**config.mk**
```make
export PLATFORM = sky130hd
export DESIGN_NAME = gray_monitor
export DESIGN_NICKNAME = d
export VERILOG_FILES = /design/src/rtl/gray_monitor_pkg.sv /design/src/rtl/gray_monitor_gray_to_bin.sv /design/src/rtl/gray_monitor.sv
export SDC_FILE = /design/constraint.sdc
export NUM_CORES = 1
export LEC_CHECK = 0
export CORE_UTILIZATION = 47
export CTS_BUF_LIST = sky130_fd_sc_hd__clkbuf_8
export DETAILED_ROUTE_END_ITERATION = 16
export GPL_TIMING_DRIVEN = 0
export PLACE_DENSITY = 0.77
export SETUP_SLACK_MARGIN = 0.4
export SLEW_MARGIN = 20
export SYNTH_ARGS = -nofsm -noshare
export SYNTH_HDL_FRONTEND = slang
export SYNTH_SLANG_ARGS = --single-unit
```
**constraint.sdc**
```tcl
create_clock -name Clk -period 1.8 [get_ports Clk]
set_input_delay 0.27 -clock Clk [delete_from_list [all_inputs] [get_ports Clk]]
set_output_delay 0.27 -clock Clk [all_outputs]
set_load 0.005 [all_outputs]
```
**src/rtl/gray_monitor_pkg.sv**
```systemverilog
// Shared constants for the Gray-code monitor: default widths and FSM state encodings.
package gray_monitor_pkg;

    localparam int GM_WIDTH_DEFAULT  = 3;
    localparam int GM_WRAP_W_DEFAULT = 4;

    // 2'd3 is unreachable; the FSM recovers from it to IDLE.
    localparam logic [1:0] GM_IDLE  = 2'd0;
    localparam logic [1:0] GM_TRACK = 2'd1;
    localparam logic [1:0] GM_FAULT = 2'd2;

endpackage

```
**src/rtl/gray_monitor_gray_to_bin.sv**
```systemverilog
// Combinational Gray-to-binary converter: each binary bit is the XOR of all Gray bits at or above it.
module gray_to_bin #(
    parameter int WIDTH = 3
) (
    input  logic [WIDTH-1:0] gray,
    output logic [WIDTH-1:0] bin
);

    assign bin[WIDTH-1] = gray[WIDTH-1];

    generate
        for (genvar gi = WIDTH - 2; gi >= 0; gi--) begin : g_xor_chain
            assign bin[gi] = bin[gi+1] ^ gray[gi];
        end
    endgenerate

endmodule

```
**src/rtl/gray_monitor.sv**
```systemverilog
// Samples a Gray-coded position on Valid, decodes it and checks that successive samples
// differ by one bit, reporting step direction, forward wraps and coding faults.
module gray_monitor
    import gray_monitor_pkg::*;
#(
    parameter int WIDTH  = GM_WIDTH_DEFAULT,
    parameter int WRAP_W = GM_WRAP_W_DEFAULT
) (
    input  logic              Clk,
    input  logic              Reset_n,
    input  logic              Valid,
    input  logic [WIDTH-1:0]  Gray_in,
    input  logic              Clear,
    output logic [WIDTH-1:0]  Binary,
    output logic              Step,
    output logic              Dir,
    output logic              Locked,
    output logic              Overflow,
    output logic              Error,
    output logic [WRAP_W-1:0] Wraps
);

    logic [1:0]        state_reg, state_next;
    logic [WIDTH-1:0]  prev_gray_reg, prev_gray_next;
    logic [WIDTH-1:0]  bin_reg, bin_next;
    logic              step_reg, step_next;
    logic              dir_reg, dir_next;
    logic              locked_reg, locked_next;
    logic              overflow_reg, overflow_next;
    logic              error_reg, error_next;
    logic [WRAP_W-1:0] wraps_reg, wraps_next;

    logic [WIDTH-1:0] new_bin;
    logic [WIDTH-1:0] diff;
    logic             single_bit;
    logic             is_up;
    logic             is_fwd_wrap;

    gray_to_bin #(
        .WIDTH(WIDTH)
    ) u_decode (
        .gray(Gray_in),
        .bin (new_bin)
    );

    // A legal step flips exactly one Gray bit: nonzero and a power of two.
    assign diff        = Gray_in ^ prev_gray_reg;
    assign single_bit  = (diff != '0) && ((diff & (diff - WIDTH'(1))) == '0);
    assign is_up       = (new_bin == bin_reg + WIDTH'(1));
    assign is_fwd_wrap = (bin_reg == {WIDTH{1'b1}}) && (new_bin == '0);

    always_comb begin
        state_next     = state_reg;
        prev_gray_next = prev_gray_reg;
        bin_next       = bin_reg;
        step_next      = 1'b0;
        dir_next       = dir_reg;
        locked_next    = locked_reg;
        overflow_next  = overflow_reg;
        error_next     = error_reg;
        wraps_next     = wraps_reg;

        if (Clear) begin
            state_next    = GM_IDLE;
            locked_next   = 1'b0;
            overflow_next = 1'b0;
            error_next    = 1'b0;
            wraps_next    = '0;
        end else begin
            case (state_reg)
                GM_IDLE: begin
                    if (Valid) begin
                        prev_gray_next = Gray_in;
                        bin_next       = new_bin;
                        locked_next    = 1'b1;
                        state_next     = GM_TRACK;
                    end
                end
                GM_TRACK: begin
                    if (Valid && (diff != '0)) begin
                        if (single_bit) begin
                            prev_gray_next = Gray_in;
                            bin_next       = new_bin;
                            step_next      = 1'b1;
                            dir_next       = is_up;
                            if (is_fwd_wrap) begin
                                overflow_next = 1'b1;
                                if (wraps_reg != {WRAP_W{1'b1}}) begin
                                    wraps_next = wraps_reg + WRAP_W'(1);
                                end
                            end
                        end else begin
                            error_next = 1'b1;
                            state_next = GM_FAULT;
                        end
                    end
                end
                GM_FAULT: begin
                    state_next = GM_FAULT;
                end
                default: begin
                    state_next = GM_IDLE;
                end
            endcase
        end
    end

    always_ff @(posedge Clk or negedge Reset_n) begin
        if (!Reset_n) begin
            state_reg     <= GM_IDLE;
            prev_gray_reg <= '0;
            bin_reg       <= '0;
            step_reg      <= 1'b0;
            dir_reg       <= 1'b0;
            locked_reg    <= 1'b0;
            overflow_reg  <= 1'b0;
            error_reg     <= 1'b0;
            wraps_reg     <= '0;
        end else begin
            state_reg     <= state_next;
            prev_gray_reg <= prev_gray_next;
            bin_reg       <= bin_next;
            step_reg      <= step_next;
            dir_reg       <= dir_next;
            locked_reg    <= locked_next;
            overflow_reg  <= overflow_next;
            error_reg     <= error_next;
            wraps_reg     <= wraps_next;
        end
    end

    assign Binary   = bin_reg;
    assign Step     = step_reg;
    assign Dir      = dir_reg;
    assign Locked   = locked_reg;
    assign Overflow = overflow_reg;
    assign Error    = error_reg;
    assign Wraps    = wraps_reg;

endmodule

```
### Word-level counts from Yosys, hierarchy flattened

Index checks and enable logic that the tools add are counted.

* add/subtract/negate cells: 3
* equality and inequality tests: 12
* muxes and demuxes: 35
* bitwise operators: 5
* reductions and logical operators: 22

Operator list (count)
* $mux W4: 6
* $mux W3: 6
* $mux W1: 16
* $reduce_bool A2 Y1: 8
* $pmux W3 S2: 2
* $reduce_and A5 Y1: 2
* $ne A3 B3 Y1 const B: 3
* $mux W2: 4
* $ne A2 B2 Y1 const B: 4
* $reduce_and A4 Y1: 2
* $logic_not A3 Y1: 2
* $pmux W2 S3: 1
* $reduce_and A3 Y1: 2
* $add A4 B1 Y4 const B: 1
* $ne A4 B4 Y1 const B: 1
* $add A3 B1 Y3 const B: 1
* $and A3 B3 Y3: 1
* $eq A3 B3 Y1: 1
* $eq A3 B3 Y1 const B: 1
* $logic_and A1 B1 Y1: 3
* $reduce_bool A3 Y1: 1
* $sub A3 B1 Y3 const B: 1
* $xor A3 B3 Y3: 1
* $eq A2 B1 Y1 const B: 1
* other kinds (5): 6

* register bits after elaboration: 17
* input port bits: 7
* output and inout bits: 12
* logic and storage cells: 86

### Logic depth before layout (Yosys ltp)

Gate-level depths: netlist (run 1).

* depth in word-level cells: 9
* mapped depth: 7
* mapped depth without buffers: 7

### Cells and area by module

A second synthesis (run 1) with hierarchy kept.

* cells, all modules: 91
* area, all modules: 1002.2 um2

Modules (own cells, without submodules)
* gray_monitor: instances 1, cells an instance 88, area an instance 962.2 um2, seq. area each 425.4 um2
* gray_to_bin: instances 1, cells an instance 3, area an instance 40.0 um2, seq. area each 0.0 um2

### Worst setup path after synthesis (run 1)

OpenSTA, ideal clock, no wires.

* kind: reg2reg
* from: reg prev_gray_reg[2]
* to: reg bin_reg[0], in the netlist Binary[0]
* setup time: 0.128 ns
* arrival time: 1.681 ns
* required time: 1.672 ns
* setup slack: -0.008 ns
* cell stages (with the launch flop): 6
* path buffers: 0
* clock period less this slack: 1.808 ns
* path through: dfrtp_1 xnor2_2 a21oi_1 a2111oi_4 nor2_2 mux2_1

* longest elaborated chain between the ends: 7
* elaborated cells on any way between the ends: 10
* classes of those cells: 1 x add/sub; 2 x eq/ne; 2 x bitwise; 5 x reduce/logical

RTL lines
* start, declared: line gray_monitor.sv:24 `logic [WIDTH-1:0] prev_gray_reg, prev_gray_next;`
* start signal, assigned: line gray_monitor.sv:121 `prev_gray_reg <= prev_gray_next;`
* $xor A3 B3 Y3 (*): line gray_monitor.sv:47 `assign diff = Gray_in ^ prev_gray_reg;`
* $sub A3 B1 Y3: line gray_monitor.sv:48 `assign single_bit = (diff != '0) && ((diff & (diff - WIDTH'(1))) == '0);`
* $and A3 B3 Y3: line gray_monitor.sv:48
* $logic_not A3 Y1: line gray_monitor.sv:48
* $logic_and A1 B1 Y1: line gray_monitor.sv:48
* $ne A2 B2 Y1 (no line)
* $reduce_and A5 Y1 (no line) (*)
* end signal, assigned: line gray_monitor.sv:122 `bin_reg <= bin_next;`
* end, declared: line gray_monitor.sv:25 `logic [WIDTH-1:0] bin_reg, bin_next;`

Mark *: on every way between the ends. The rest lies on a longest branch, timed or not.
A chain may end at the register's enable or synchronous reset.

### Worst setup path after layout (run 1)

* from: in Valid
* to: reg bin_reg[0], in the netlist Binary[0]

* longest elaborated chain between the ends: 3
* elaborated cells on any way between the ends: 4
* classes of those cells: 2 x eq/ne; 2 x reduce/logical

RTL lines
* start, declared: line gray_monitor.sv:11 `input logic Valid,`
* $logic_and A1 B1 Y1: line gray_monitor.sv:80 `if (Valid && (diff != '0)) begin`
* $ne A2 B2 Y1 (no line)
* $reduce_and A5 Y1 (no line) (*)

Marks and branches as above.

==> flow_summary.toml, run 1 <==
[run_status]
status = "finished with violations"
violations = "negative setup slack"

[yosys]
syn-num-nets = 101
yosysTopAreaCellShare_pct = 41.9
synth-seq-cells = 16
netlist_area_um2 = 955
netlist_instances = 88
yosysWarnings = 0
avgSynthCellArea_um2 = 10.8
synth.largest_area_cell = "dfrtp_1"
synthTopCellsByArea = "dfrtp_1 42%, ha_1 7.9%, xnor2_2 6.8%"
ys_seq_area_share_pct = 41.9
ys_types = 29

[sta]
setup_viol = 6
post-route-min-period_ns = 1.88
period_share_pct = 104
fin_skew_ns = 0.000848
max_freq_ghz = 0.532
setup_slack_ns = -0.0784
finalMaxSlewViolations = 0
tns_ns = -0.298
slew_headroom_pct = 51.2
tightest_slew_ns = 0.730
hold_viol = 0
rsz0062_at_grt = "yes"

[setup_path]
critPathLaunchType = "input port"
crit_arrival_ns = 2.01
reg2reg_depth = 6
setup.worst_path.end = "Binary[0]"
required_ns = 1.94
r2r_end = "Binary[0]"
critPathKind = "in -> reg"
r2r_start = "prev_gray_reg[1]"
critPathCaptureType = "flip-flop"
critPathLaunch = "Valid"
r2r_slack_ns = -0.05
critical_path_peak_fanout = 6

[die]
num_rows = 15
die_w_um = 47.1
start_util_pct = 52.4
dieArea_um2 = 2220
core_um2 = 1820
io_pins = 19
dieHeight_um = 47.1

[clock_tree]
cts_tree = "done"
cts_buffers = 3
cts_root_buf = "clkbuf_8"
cts_buffer_depth = 2
h-tree-depth = 1
clock_latency_ns = 0.25
cts.sinks = 16
hold_buffers = 0
clk_pin_slew_ns = 0.06

[layout]
layout-drive-gt1-share_pct = 39.7
area_growth_syn_to_layout_pct = 58.1
fin_cells = 156
largest_register_ffs = 4
n_antenna_cell = 0
final_nets = 146

[global_routing]
antenna_found_initial = 0
grt_pass1_wl_um = 4150
grt_max_degree = 17
gr-max-usage-layer = "met2"
use_met3_pct = 3.85
use_met2_pct = 52.2
use_met1_pct = 32.2
grt_pass1_vias = 881
grt_usage_pct = 27.7
grt-ovfl-total = 0

[power]
p_seq_share_pct = 25.2
total_power_mw = 2.15
powerDensity_nw_per_um2 = 1430
p_switching_mw = 0.864
internal_power_mw = 1.29
ir_worst_vdd_mv = 1.01
comb_power_share_pct = 62.2
swShare_pct = 40.1
p_leak_nw = 0.784
clkPwrFrac_pct = 12.6

[detailed_routing]
wl_um = 2700
drt_iter0_markers = 20
avgViaCountPerCell = 5.62
wl_per_cell_um = 17.3
dr_total_vias = 877
drt_pass1_iterations = 4
ant_nets = 0
drc = 0

[placed_design]
hpwl_um = 1270
port_buffers = 17
dpl.cell_count = 130
gp_congestion = 0.739
dpl_worst_slack_ns = -0.556

[worst_hold_path]
hp-class = "in -> reg"

[run]
maxCapViolations = 0
[cell families after synthesis]
kind of cell | after synthesis | synth area share (%)
adders and majority gates | 7 | 8.91
and+or+nand+nor | 22 | 11.9
xor gates and xnor gates | 8 | 10.5
DFF | 16 | 41.9
muxes | 8 | 9.04
AOI/OAI and AO/OA | 16 | 13.0
buffers and inverters | 11 | 4.72
[cells in the mapped netlist]
cell type,n
xor2_1,1
a211oi_1,2
xnor2_2,4
nand3_1,4
a211oi_2,1
inv_1,9
clkbuf_1,1
a21oi_1,8
mux2_1,4
maj3_1,1
buf_4,1
dfrtp_1,16
nor3_1,1
a2111oi_4,1
mux2_2,1
ha_1,6
nor2_1,9
mux2i_1,3
and4b_1,2
nor2_2,1
nand2b_1,1
nand2_1,2
or3_1,1
a31oi_1,1
a311oi_1,1
and4_1,1
a41oi_1,1
xnor2_1,3
o21ai_1,1
[cells in the final DEF, fill, tap and decap left out, types with 3 or more instances in the layout]
cell type	Yosys	final
a21oi_1	8	5
buf_4	1	20
buf_6	0	4
clkbuf_8	0	3
clkdlybuf4s50_1	0	4
dfrtp_1	16	15
dlygate4sd2_1	0	7
dlymetal6s2s_1	0	6
ha_1	6	5
inv_1	9	6
inv_2	0	3
mux2i_1	3	3
nand3_1	4	4
nor2_1	9	8
xnor2_1	3	3
[worst max-delay path, stage by stage]
cell and delay, ns:
clkdlybuf4s50_1 0.64, nand2b_1 0.20, a2111oi_4 0.36, buf_4 0.19
nor2_4 0.05, mux2_1 0.31
[cell type report]
class,instances,area [um2]
timing repair buffer,40,364
clock buffer,3,41.3
tap,25,31.3
sequential,16,402
buffer,2,11.3
fill,99,312
multi-input combinational,61,626
inverter,9,33.8
[metal layers]
metal / routed length [um] / part of all wire, %
met2: 1450 / 54
met5: 0 / 0
met1: 1070 / 40
met4: 53 / 2.0
met3: 118 / 4.4
[metrics by stage]
step / hold WS, ns / utilization, % / cell area, um2
2_1_floorplan: -0.0256 / - / 958
3_5_place_dp: 0.485 / 63.7 / 1160
3_3_place_gp: 0.468 / 63.7 / 1160
6_report: 0.437 / 82.9 / 1510
4_1_cts: 0.419 / 79.0 / 1440
5_1_grt: 0.441 / 82.9 / 1510
[timing repair]
item | CTS | global route
pin swaps | 14 | 5
buffers inserted | 19 | 4
resized for setup | 29 | 11
setup endpoints to repair | 22 | 23
hold endpoints to repair | 0 | 0
[worst min-delay path by stage]
| stage | cells past startpoint | from | to | slack, ns |
|---|---|---|---|---|
| finish | 2 | Clear | Error | 0.44 |
| global route | 2 | Clear | Wraps[1] | 0.44 |
| CTS | 2 | Clear | Wraps[0] | 0.42 |
| detailed placement | 1 | Dir | Dir | 0.49 |
| global placement | 1 | Dir | Dir | 0.47 |
| floorplan | 0 | Reset_n | Binary[0] | -0.03 |
[power by group through the flow]
stage / Clock, mW / Combinational, mW / Sequential (mW)
after detailed placement: 0 / 0.759 / 0.533
after CTS: 0.265 / 1.16 / 0.537
after floorplan: 0 / 0.545 / 0.525
final: 0.272 / 1.34 / 0.542
after global routing: 0.290 / 1.41 / 0.550
after global placement: 0 / 0.728 / 0.528
(Power assumes the default switching activity.)
==> run 2, diff against run 1 <==
- CORE_UTILIZATION: 47 -> 52
- PLACE_DENSITY: 0.77 -> 0.8
- RECOVER_POWER: unset -> 25
- clock period: 1.8 -> 2 ns (I/O delays scaled with it)
==> flow_summary.toml, run 2 (synthesis gave the netlist of run 1 again) <==
[setup_path]
critical_path_peak_fanout = 6
crit_arrival_ns = 1.91
critPathLaunch = "Valid"
slowest_stage = "clkdlybuf4s50_1"
crit_family = "buffers and inverters"
required_ns = 2.14
max_stage_delay_ns = 0.62
worstPathCellList = "clkdlybuf4s50_1, nand2b_1, a2111oi_4, buf_4, mux2_4"
worst-path-buf-inv = 2
critPathCaptureType = "flip-flop"
r2r_start = "prev_gray_reg[1]"
critPathKind = "in -> reg"
critPathLaunchType = "input port"

[sta]
post-route-min-period_ns = 1.77
hold_viol = 0
fin_skew_ns = 0.00112
rsz0062_at_grt = "yes"
tightest_slew_ns = 0.743
hold_slack_ns = 0.441
tns_ns = 0
setup_viol = 0
period_share_pct = 88.6
finalMaxSlewViolations = 0
max_freq_ghz = 0.564
slew_headroom_pct = 50.3

[clock_tree]
cts_root_buf = "clkbuf_8"
cts.sinks = 16
cts_tree = "done"
clock_latency_ns = 0.25
cts_buffer_depth = 2
h-tree-depth = 1
cts_buffers = 3
clk_pin_slew_ns = 0.06

[run]
maxCapViolations = 0

[global_routing]
grt-ovfl-total = 0
grt_usage_pct = 23.6
grt_pass1_wl_um = 3330
antenna_found_initial = 0
grt_pass1_vias = 736
grt_max_degree = 17

[power]
p_leak_nw = 0.583
total_power_mw = 1.72
ir_worst_vdd_mv = 0.906
powerDensity_nw_per_um2 = 1270

[die]
core_um2 = 1730
io_pins = 19
dieArea_um2 = 2010
num_rows = 15
dieHeight_um = 44.8
start_util_pct = 55.3
die_w_um = 44.8

[detailed_routing]
drc = 0
wl_per_cell_um = 15.9
ant_nets = 0
avgViaCountPerCell = 5.49
dr_total_vias = 780
drt_pass1_iterations = 4
drt_iter0_markers = 7
wl_um = 2260

[layout]
fin_cells = 142
fillerInstances = 121
largest_register_ffs = 4
layout_common_cells = "15 x dfrtp_1, 12 x clkdlybuf4s50_1, 10 x buf_4, 9 x inv_1, 8 x nor2_1"
final_nets = 132
layout_commonest_cell = "dfrtp_1"
layout-drive-gt1-share_pct = 29.9
n_antenna_cell = 0
area_growth_syn_to_layout_pct = 42.2

[placed_design]
dpl.cell_count = 130
gp_congestion = 0.772
port_buffers = 17
hpwl_um = 1210

[worst_hold_path]
worstHoldStart = "Clear"
hp-class = "in -> reg"

[run_status]
status = "completed"
-- run 2: changes by cell type in the layout (fill, tap and decap cells not counted), moves of 2 or more --
cell,before,now
dlymetal6s2s_1,6,0
ha_1,5,3
inv_1,6,9
dlygate4sd2_1,7,3
buf_4,20,10
clkdlybuf4s50_1,4,12
buf_6,4,0
inv_2,3,0
-- run 2: final timing paths --
path | end | slack, ns | cells after the start
max | Dir | 0.23 | 5
max reg2reg | prev_gray_reg[2] | 0.24 | 6
max in group asynchronous | prev_gray_reg[2] | 0.93 | 1
min | Wraps[1] | 0.44 | 2
min in group asynchronous | Wraps[0] | 0.56 | 1
min reg2reg | Error | 0.50 | 2
-- run 2: layer usage --
layer,share of wire [%],up-vias,global-route usage [%]
met4,3.5,0,14.5
met1,40,376,28.6
li1,-,365,-
met2,53,30,38.5
met3,3.5,9,4.80
met5,0,-,0
-- run 2: stage by stage --
| step | area, um2 | util, % | setup slack (ns) |
|---|---|---|---|
| after detailed placement | 1160 | 67.2 | -0.365 |
| after global placement | 1160 | 67.2 | -0.331 |
| final | 1360 | 78.6 | 0.228 |
| after CTS | 1290 | 74.8 | 0.208 |
| after global routing | 1360 | 78.6 | 0.170 |
| after floorplan | 958 | - | 0.303 |
-- run 2: worst register-to-register path, cell delays in order (launching register included) --
cell and delay (ns):
dfrtp_1 0.41, xnor2_2 0.19, buf_4 0.17, a21oi_4 0.25
a2111oi_4 0.06, nor2_2 0.22, mux2_1 0.35
-- run 2: timing repair --
action / in CTS / in global routing
pin swaps: 7 / 11
hold buffers: 0 / 0
setup endpoints to repair: 16 / 14
setup buffers: 7 / 2
gates resized for setup: 12 / 12
cloned: 0 / 0
-- run 2: power by group --
part / switching, mW / leakage (nW) / internal, mW
Combinational: 0.481 / 0.353 / 0.506
Sequential: 0.0884 / 0.208 / 0.405
Clock: 0.107 / 0.0216 / 0.134
-- run 2: final cells by class --
class,instances,area (um2),area share (%)
well taps,25,31.3,2.30
flip-flops and latches,16,402,29.6
multi-input cells,61,609,44.9
plain buffers,2,11.3,0.829
repair buffers,26,229,16.9
inverters,9,33.8,2.49
clock buffers,3,41.3,3.04
==> run 3, diff against run 2 <==
- ABC_AREA: unset -> 1
- CORE_UTILIZATION: 52 -> 54
- PLACE_DENSITY: 0.8 -> 0.81
==> flow_summary.toml, run 3 <==
[setup_path]
max_stage_delay_ns = 0.42
worst-path-buf-inv = 0
worstPathCellList = "ha_1, ha_1, and3_2, nand2_4, nor2_4, nand2_2, nand2_1, nand2_1, nor2_1"
crit_arrival_ns = 1.71
crit_family = "simple AND/OR/NAND/NOR gates"
critPathLaunchType = "flip-flop"
critPathCaptureType = "flip-flop"
critPathKind = "reg -> reg"
critical_path_peak_fanout = 4
required_ns = 2.14
slowest_stage = "dfrtp_1"

[layout]
fin_cells = 191
multi_input_area_um2 = 674
layout_common_cells = "45 x nand2_1, 16 x inv_1, 15 x dfrtp_1, 13 x clkdlybuf4s50_1, 8 x nand2_2"
layout_commonest_cell = "nand2_1"
largest_register_ffs = 4
layout-drive-gt1-share_pct = 23.8
n_antenna_cell = 0
final_nets = 178
area_growth_syn_to_layout_pct = 27.4
fillerInstances = 145
seqCellArea_um2 = 402
fin_util_pct = 73.2

[sta]
setup_viol = 0
finalMaxSlewViolations = 0
max_freq_ghz = 0.637
hold_viol = 0
slew_headroom_pct = 50.7
period_share_pct = 78.5
post-route-min-period_ns = 1.57
rsz0062_at_grt = "no"
fin_skew_ns = 0.000726
tightest_slew_ns = 0.737

[die]
core_um2 = 1960
dieArea_um2 = 2270
die_w_um = 47.7
io_pins = 19
start_util_pct = 57.5
num_rows = 16
dieHeight_um = 47.7

[worst_hold_path]
hp-class = "in -> reg"

[clock_tree]
cts_tree = "done"
h-tree-depth = 1
cts_root_buf = "clkbuf_8"
cts.sinks = 16
clock_latency_ns = 0.25
cts_buffer_depth = 2
cts_buffers = 3
hold_buffers = 0
clk_pin_slew_ns = 0.06

[yosys]
netlist_area_um2 = 1130
synth_edf_count = 0
synth_commonest_cells = "45 x nand2_1, 16 x dfrtp_1, 16 x inv_1, 9 x nand2_2, 7 x nand3_1"
synthTopCellsByArea = "dfrtp_1 36%, nand2_1 15%, ha_1 6.7%"
synth-seq-cells = 16
async_reset_ff_share_pct = 100
ys_seq_area_share_pct = 35.5
yosysMostFrequentCell = "nand2_1"
yosysTopAreaCellShare_pct = 35.5
ys_types = 26
avgSynthCellArea_um2 = 8.00
syn-num-nets = 154
netlist_instances = 141
yosysWarnings = 0
synth.largest_area_cell = "dfrtp_1"
synthFlopType = "dfrtp_1"

[power]
clkPwrFrac_pct = 16.3
comb_power_share_pct = 53.9
ir_worst_vdd_mv = 0.746
internal_power_mw = 1.01
swShare_pct = 42.9
p_leak_nw = 0.742
p_seq_share_pct = 29.8
p_switching_mw = 0.761
powerDensity_nw_per_um2 = 1240

[placed_design]
hpwl_um = 1770
gp_congestion = 0.832
dpl.cell_count = 185
port_buffers = 17

[global_routing]
grt_pass1_wl_um = 3550
grt-ovfl-total = 0
antenna_found_initial = 0
grt_max_degree = 17
grt_usage_pct = 22.3
grt_pass1_vias = 879

[detailed_routing]
wl_um = 2560
avgViaCountPerCell = 5.24
drt_iter0_markers = 30
wl_per_cell_um = 13.4
dr_total_vias = 1000
drt_pass1_iterations = 4
ant_nets = 0
drc = 0

[run_status]
status = "completed"

[run]
maxCapViolations = 0
==> run 3: final timing paths <==
path	to	cells past startpoint	slack, ns	from
max	Wraps[3]	9	0.43	Binary[0]
min	Step	2	0.26	Clear
max reg2reg	Wraps[3]	9	0.43	Binary[0]
min reg2reg	state_reg[1]	2	0.48	state_reg[1]
max in group asynchronous	prev_gray_reg[2]	1	0.94	Reset_n
min in group asynchronous	Wraps[2]	1	0.55	Reset_n
==> run 3: stage by stage <==
stage | hold WS, ns | power (mW) | worst slack [ns] | TNS [ns] | instance area (um2)
finish | 0.262 | 1.78 | 0.429 | 0 | 1440
CTS | 0.248 | 1.73 | 0.384 | 0 | 1420
floorplan | 0.00441 | 1.13 | 0.600 | 0 | 1130
global route | 0.259 | 1.89 | 0.380 | 0 | 1440
detailed placement | 0.462 | 1.41 | -0.173 | -0.725 | 1330
global placement | 0.454 | 1.37 | -0.160 | -0.643 | 1330
==> run 3: worst reg2reg max path: stages (launching register included) <==
cell and delay, ns:
dfrtp_1 0.42, ha_1 0.23, ha_1 0.19, and3_2 0.21, nand2_4 0.11, nor2_4 0.05, nand2_2 0.08, nand2_1 0.07
nand2_1 0.06, nor2_1 0.05
==> run 3: timing repair <==
action / in CTS / in global routing
gates resized for setup: 6 / 9
endpoints found under the setup margin: 11 / 13
setup buffers: 2 / 0
pin swaps: 0 / 0
==> run 3: logic make-up after synthesis <==
family          share of synthesized area [%]
buf+inv                                  8.32
xor+xnor                                 4.66
simple gates                             39.4
compound gates                           5.44
flops                                    35.5
fa+ha+maj                                6.66
==> run 3: power groups by stage <==
| stage | registers (mW) | logic [mW] | clock network (mW) |
|---|---|---|---|
| after floorplan | 0.514 | 0.620 | 0 |
| after global placement | 0.515 | 0.852 | 0 |
| after detailed placement | 0.526 | 0.885 | 0 |
| after CTS | 0.520 | 0.915 | 0.292 |
| after global routing | 0.538 | 1.05 | 0.307 |
| final | 0.529 | 0.957 | 0.290 |
==> run 3: layout make-up <==
cell class	count	share of cell area [%]
Buffer	2	1.31
Tap cell	27	2.35
Inverter	20	5.23
Timing Repair Buffer	19	12.4
Sequential cell	16	28.0
Multi-Input combinational cell	103	47.0
Clock buffer	4	3.83
==> run 3: per-layer routing <==
| layer | GRT usage, % | wire length [um] | vias to the layer above |
|---|---|---|---|
| met4 | 11.7 | 84 | 0 |
| met3 | 5.28 | 95 | 11 |
| li1 | - | - | 498 |
| met1 | 25.9 | 1100 | 463 |
| met5 | 0 | 0 | - |
| met2 | 37.8 | 1280 | 28 |
